$ cat src/rtl/lc3_int_pkg.sv
// rtl/lc3_int_pkg.sv - shared widths and FSM states for the LC-3 interrupt controller
package lc3_int_pkg;
   localparam int PRIO_W = 3;
   localparam int VEC_W  = 8;
   localparam int MAX_CH = 16;
   localparam int IDX_W  = $clog2(MAX_CH);

   typedef enum logic [1:0] {
      IDLE   = 2'd0,
      ASSERT = 2'd1,
      ACKED  = 2'd2
   } int_state_e;
endpackage

$ cat src/rtl/lc3_int_prio_enc.sv
// rtl/lc3_int_prio_enc.sv - combinational arbiter: highest priority wins, lowest index breaks ties
module lc3_int_prio_enc
   import lc3_int_pkg::*;
#(
   parameter int NUM_CH = 4
) (
   input  logic [NUM_CH-1:0]        elig,
   input  logic [PRIO_W*NUM_CH-1:0] prio,
   output logic                     win_valid,
   output logic [IDX_W-1:0]         win_idx,
   output logic [PRIO_W-1:0]        win_prio
);
   always_comb begin
      win_valid = 1'b0;
      win_idx   = '0;
      win_prio  = '0;
      // Strict compare keeps the earlier (lower) index on a priority tie.
      for (int i = 0; i < NUM_CH; i++) begin
         if (elig[i] && (!win_valid || (prio[PRIO_W*i +: PRIO_W] > win_prio))) begin
            win_valid = 1'b1;
            win_idx   = IDX_W'(i);
            win_prio  = prio[PRIO_W*i +: PRIO_W];
         end
      end
   end
endmodule

$ cat src/rtl/lc3_prio_int_ctrl.sv
// rtl/lc3_prio_int_ctrl.sv - LC-3 prioritized interrupt controller with registered outputs
// Edge-triggered channels (EDGE_MASK) are built only when LC3_INT_EDGE_EN is defined.
module lc3_prio_int_ctrl
   import lc3_int_pkg::*;
#(
   parameter int                NUM_CH    = 4,
   parameter logic [VEC_W-1:0]  VEC_BASE  = 8'h80,
   parameter logic [NUM_CH-1:0] EDGE_MASK = '0
) (
   input  logic                     clk,
   input  logic                     reset,
   input  logic [NUM_CH-1:0]        irq,
   input  logic [NUM_CH-1:0]        ch_en,
   input  logic [PRIO_W*NUM_CH-1:0] ch_prio,
   input  logic [PRIO_W-1:0]        psr_prio,
   input  logic                     int_ack,
   output logic                     INT,
   output logic [VEC_W-1:0]         INTV,
   output logic [PRIO_W-1:0]        Int_Priority,
   output logic [NUM_CH-1:0]        pend
);
   int_state_e        state;
   logic [IDX_W-1:0]  lat_idx;
   logic [NUM_CH-1:0] elig, ack_clr, edge_set, edge_sel, pend_nxt;
   logic              lat_en, win_valid;
   logic [IDX_W-1:0]  win_idx;
   logic [PRIO_W-1:0] win_prio;

`ifdef LC3_INT_EDGE_EN
   logic [NUM_CH-1:0] irq_q;
   logic              armed;

   // armed stays low for the first cycle after reset so a request already high is not an edge.
   always_ff @(posedge clk or negedge reset) begin
      if (!reset) begin
         irq_q <= '0;
         armed <= 1'b0;
      end else begin
         irq_q <= irq;
         armed <= 1'b1;
      end
   end

   assign edge_sel = EDGE_MASK;
   assign edge_set = irq & ~irq_q & {NUM_CH{armed}};
`else
   logic unused_edge_mask;
   assign unused_edge_mask = ^EDGE_MASK;
   assign edge_sel = '0;
   assign edge_set = '0;
`endif

   always_comb begin
      elig     = '0;
      ack_clr  = '0;
      pend_nxt = '0;
      lat_en   = 1'b0;
      for (int i = 0; i < NUM_CH; i++) begin
         elig[i]    = pend[i] && ch_en[i] && (ch_prio[PRIO_W*i +: PRIO_W] != '0);
         ack_clr[i] = (state == ASSERT) && int_ack && (lat_idx == IDX_W'(i));
         if (lat_idx == IDX_W'(i)) lat_en = ch_en[i];
         // A new edge in the ack cycle wins over the clear.
         pend_nxt[i] = edge_sel[i] ? (edge_set[i] || (pend[i] && !ack_clr[i])) : irq[i];
      end
   end

   lc3_int_prio_enc #(.NUM_CH(NUM_CH)) u_enc (
      .elig      (elig),
      .prio      (ch_prio),
      .win_valid (win_valid),
      .win_idx   (win_idx),
      .win_prio  (win_prio)
   );

   always_ff @(posedge clk or negedge reset) begin
      if (!reset) begin
         state        <= IDLE;
         INT          <= 1'b0;
         INTV         <= '0;
         Int_Priority <= '0;
         lat_idx      <= '0;
         pend         <= '0;
      end else begin
         pend <= pend_nxt;
         case (state)
            IDLE: begin
               if (win_valid && (win_prio > psr_prio)) begin
                  state        <= ASSERT;
                  INT          <= 1'b1;
                  lat_idx      <= win_idx;
                  INTV         <= VEC_BASE + VEC_W'(win_idx);
                  Int_Priority <= win_prio;
               end
            end
            ASSERT: begin
               if (int_ack) begin
                  state <= ACKED;
                  INT   <= 1'b0;
               end else if (!lat_en || (psr_prio >= Int_Priority)) begin
                  state <= IDLE;
                  INT   <= 1'b0;
               end
            end
            ACKED: begin
               state <= IDLE;
            end
            default: begin
               state <= IDLE;
               INT   <= 1'b0;
            end
         endcase
      end
   end
endmodule

$ cat config.mk
export PLATFORM = sky130hd
export DESIGN_NAME = lc3_prio_int_ctrl
export DESIGN_NICKNAME = d
export VERILOG_FILES = /design/src/rtl/lc3_int_pkg.sv /design/src/rtl/lc3_int_prio_enc.sv /design/src/rtl/lc3_prio_int_ctrl.sv
export SDC_FILE = /design/constraint.sdc
export NUM_CORES = 1
export LEC_CHECK = 0
export BUFFER_PORTS_ARGS = -buffer_cell sky130_fd_sc_hd__buf_2
export CORE_MARGIN = 5
export CORE_UTILIZATION = 45
export DETAILED_ROUTE_END_ITERATION = 12
export PLACE_DENSITY_LB_ADDON = 0.3
export SLEW_MARGIN = 20
export SYNTH_ARGS = -nofsm -noshare
export SYNTH_HDL_FRONTEND = slang
export SYNTH_HIERARCHICAL = 1
export SYNTH_SLANG_ARGS = --single-unit
$ cat constraint.sdc
create_clock -name clk -period 5.75 [get_ports clk]
set_clock_uncertainty 0.1 [all_clocks]
set_input_delay 0.2875 -clock clk [delete_from_list [all_inputs] [get_ports clk]]
set_output_delay 0.2875 -clock clk [all_outputs]
set_load 0.1 [all_outputs]
==> results.md <==
* Status: complete, no violations
* #FFs+latches synth at 15
* Final Hold Violating Endpoints at 0
* Critical Path RT at just under 6 ns
* Top Layer Used: met3
* Hold Path Class: input pin to flip-flop
* Routed wire length on met2 at about 1600 µm
* Count of different cell masters after synthesis at 40
* Gr usage total at 0.149
* Share of post-route cells with drive strength above 1 at 0.440
* Die area at 3780 µm²
* Crit. End Element: flip-flop
* VDD IR max at between 400 and 500 µV
* IO buf count at 38
* Clk slew on worst S/H paths at 0.09 ns
* Num rows at 18
* Critical path launch point type: flip-flop
* Commonest non-fill, non-tap cell in the layout: buf_2
* Final wirelength at just under 3000 µm
* Final Setup Violations at 0
* Vias at 1062
* Dpl hpwl at between 2000 and 2500 µm
* GP Congestion at between 0.8 and 0.9
* Routed length on met3 at about 180 µm
* DR DRC count at 0
* Commonest cells after routing, fill and taps aside: 38 x buf_2, 15 x ha_1, 14 x dfrtp_1, 11 x inv_1, 7 x mux2_2
* Clk Latency, worst-skew pair at between 0.2 and 0.3 ns
* Filler instances at roughly 220
* Area after DPL at 1400 µm²
* Post-layout instance area at approximately 1500 µm²
* Number of synthesized flops with an enable pin at 0
* YS warnings at 6
* Area delta synth->final at 28.1%
* Synth Flop Type: dfrtp_1
* Post-synth top area share at 0.314
* Total core area at between 2000 and 2500 µm²
* Post-synth ARST share at 1.00
* Die extent in y at just over 60 µm
* Syn Area/Cell at 10.2 µm²
* # IOs at 42
* Antenna violations before repair at 0
* Sequential element share of the synthesized area at 0.314
* TritonCTS Buffers at 3
* Worst Setup Path Type: flip-flop to flip-flop
* Final Slew Violations at 0
* CTS tree: done
* Power Density at around 410 nW/µm²
* Vias/cell at between 5 and 6
* # diodes at 0
* Top post-synthesis cells by area: dfrtp_1 31%, ha_1 16%, mux2_2 6.6%
* Root Driver: clkbuf_4
* WP data arrival at approximately 5.6 ns
* Area leader, netlist: dfrtp_1
* Initial Util at 0.477
* Final nets at 208
* Largest net degree at the start of global routing at 16
* First-pass detailed-route iteration total at 4
* DRT iter0 DRCs at 19
* Drt wl/cell at around 15 µm
* Vias in the first global route at around 1000
* Cells after Synth at ~120
* H-tree Lvls at 1
* Critical path peak fanout at 8
* Gr ovfl total at 0
* Fmax at 179 MHz
* Total Power at roughly 0.63 mW
* FF/Latch Area at roughly 380 µm²
* First-pass GRT wire length at around 4300 µm
* Multi-input gate area at around 780 µm²
* Die Width at just over 60 µm
* CTS sink cnt at 15
* Clock Path Buffers at 2
* Period minus WS final at approximately 5.6 ns
* Leak pwr at between 0.7 and 0.8 nW
* WL met1 at 1230 µm
* Tcrit/Tclk final at 0.970
* Final antenna-violating net count at 0
* Max-cap violations at 0
* Post-Syn Area at roughly 1200 µm²
## power by group
group	leakage [nW]	internal, mW	switching [mW]
Combinational	0.577	0.102	0.308
Clock	0.0177	0.0258	0.0310
Sequential	0.179	0.137	0.0248
Total	0.774	0.264	0.364
## through the flow
step	util	hold WS, ns	std cells	TNS (ns)	setup WS [ns]
after detailed placement	0.560	0.0973	184	-0.334	-0.0576
after global placement	0.560	0.0953	184	0	0.0426
after CTS	0.575	0.00661	189	0	0.116
after global routing	0.612	0.00211	196	-0.712	-0.114
final	0.612	0.0159	196	0	0.175
after floorplan	-	-0.108	120	0	0.269
## logic make-up after synthesis
kind of cell	count (synthesis)	share of synthesized area
AO/OA/AOI/OAI	26	0.187
adder cells (fa/ha/maj)	15	0.157
buffers and inverters	18	0.0786
flip-flops	15	0.314
multiplexers	9	0.0975
other	2	0.00629
AND/OR/NAND/NOR	32	0.159
## what timing repair did
item	in CTS	in global routing
endpoints found under the hold margin	15	2
resized for setup	0	5
hold buffers	1	2
setup endpoints to repair	0	8
buffers inserted	0	4
## cell usage after synthesis, types with 4 or more instances
library cell,count
inv_1,11
ha_1,15
buf_4,5
dfrtp_1,15
nand2_1,4
o311a_1,4
nor2_1,6
mux2_2,7
a21oi_1,4
## flip-flops by register name, indices dropped and copies added, names as in the netlist
signal        count
INTV              2
state             2
INT               1
Int_Priority      3
pend              4
lat_idx           3
## critical path: stages, from the launching register on
cell and delay [ns]:
dfrtp_2 0.37, o311a_4 0.24, nand2_1 0.07, ha_1 0.31, and3b_1 0.17, o21ai_1 0.08, or2_1 0.25, a32oi_1 0.26
ha_1 0.30, a21oi_1 0.19, a21oi_2 0.10, o21ai_4 0.24, mux2_4 0.33, ha_1 0.18, nand3b_1 0.17, a32oi_1 0.20
o21ai_2 0.14, and2_4 0.21, a211oi_2 0.30, ha_1 0.32, nand3_1 0.10, nand3_1 0.20, a21oi_4 0.26, mux2_2 0.37
## final timing paths
path	from	to	slack, ns	cells after the start
max in group asynchronous	reset	pend[0]	4.94	2
min reg2reg	INTV[7]	INTV[7]	0.37	1
max reg2reg	pend[0]	lat_idx[1]	0.18	23
min in group asynchronous	reset	state[1]	0.34	2
min	irq[0]	pend[0]	0.02	1
max	pend[0]	lat_idx[1]	0.18	23
## layer usage
layer / vias up / global-route usage
met1: 505 / 0.188
met4: 0 / 0.0182
met3: 0 / 0.0273
met5: - / 0
met2: 36 / 0.269
li1: 521 / -
## area by class of cell
class	count	area share
clock buffer	3	0.0147
inverter	12	0.0295
clock inverter	1	0.00327
sequential	15	0.246
tap	30	0.0245
timing repair buffer	47	0.173
multi-input combinational	88	0.508
(Power assumes the default switching activity.)
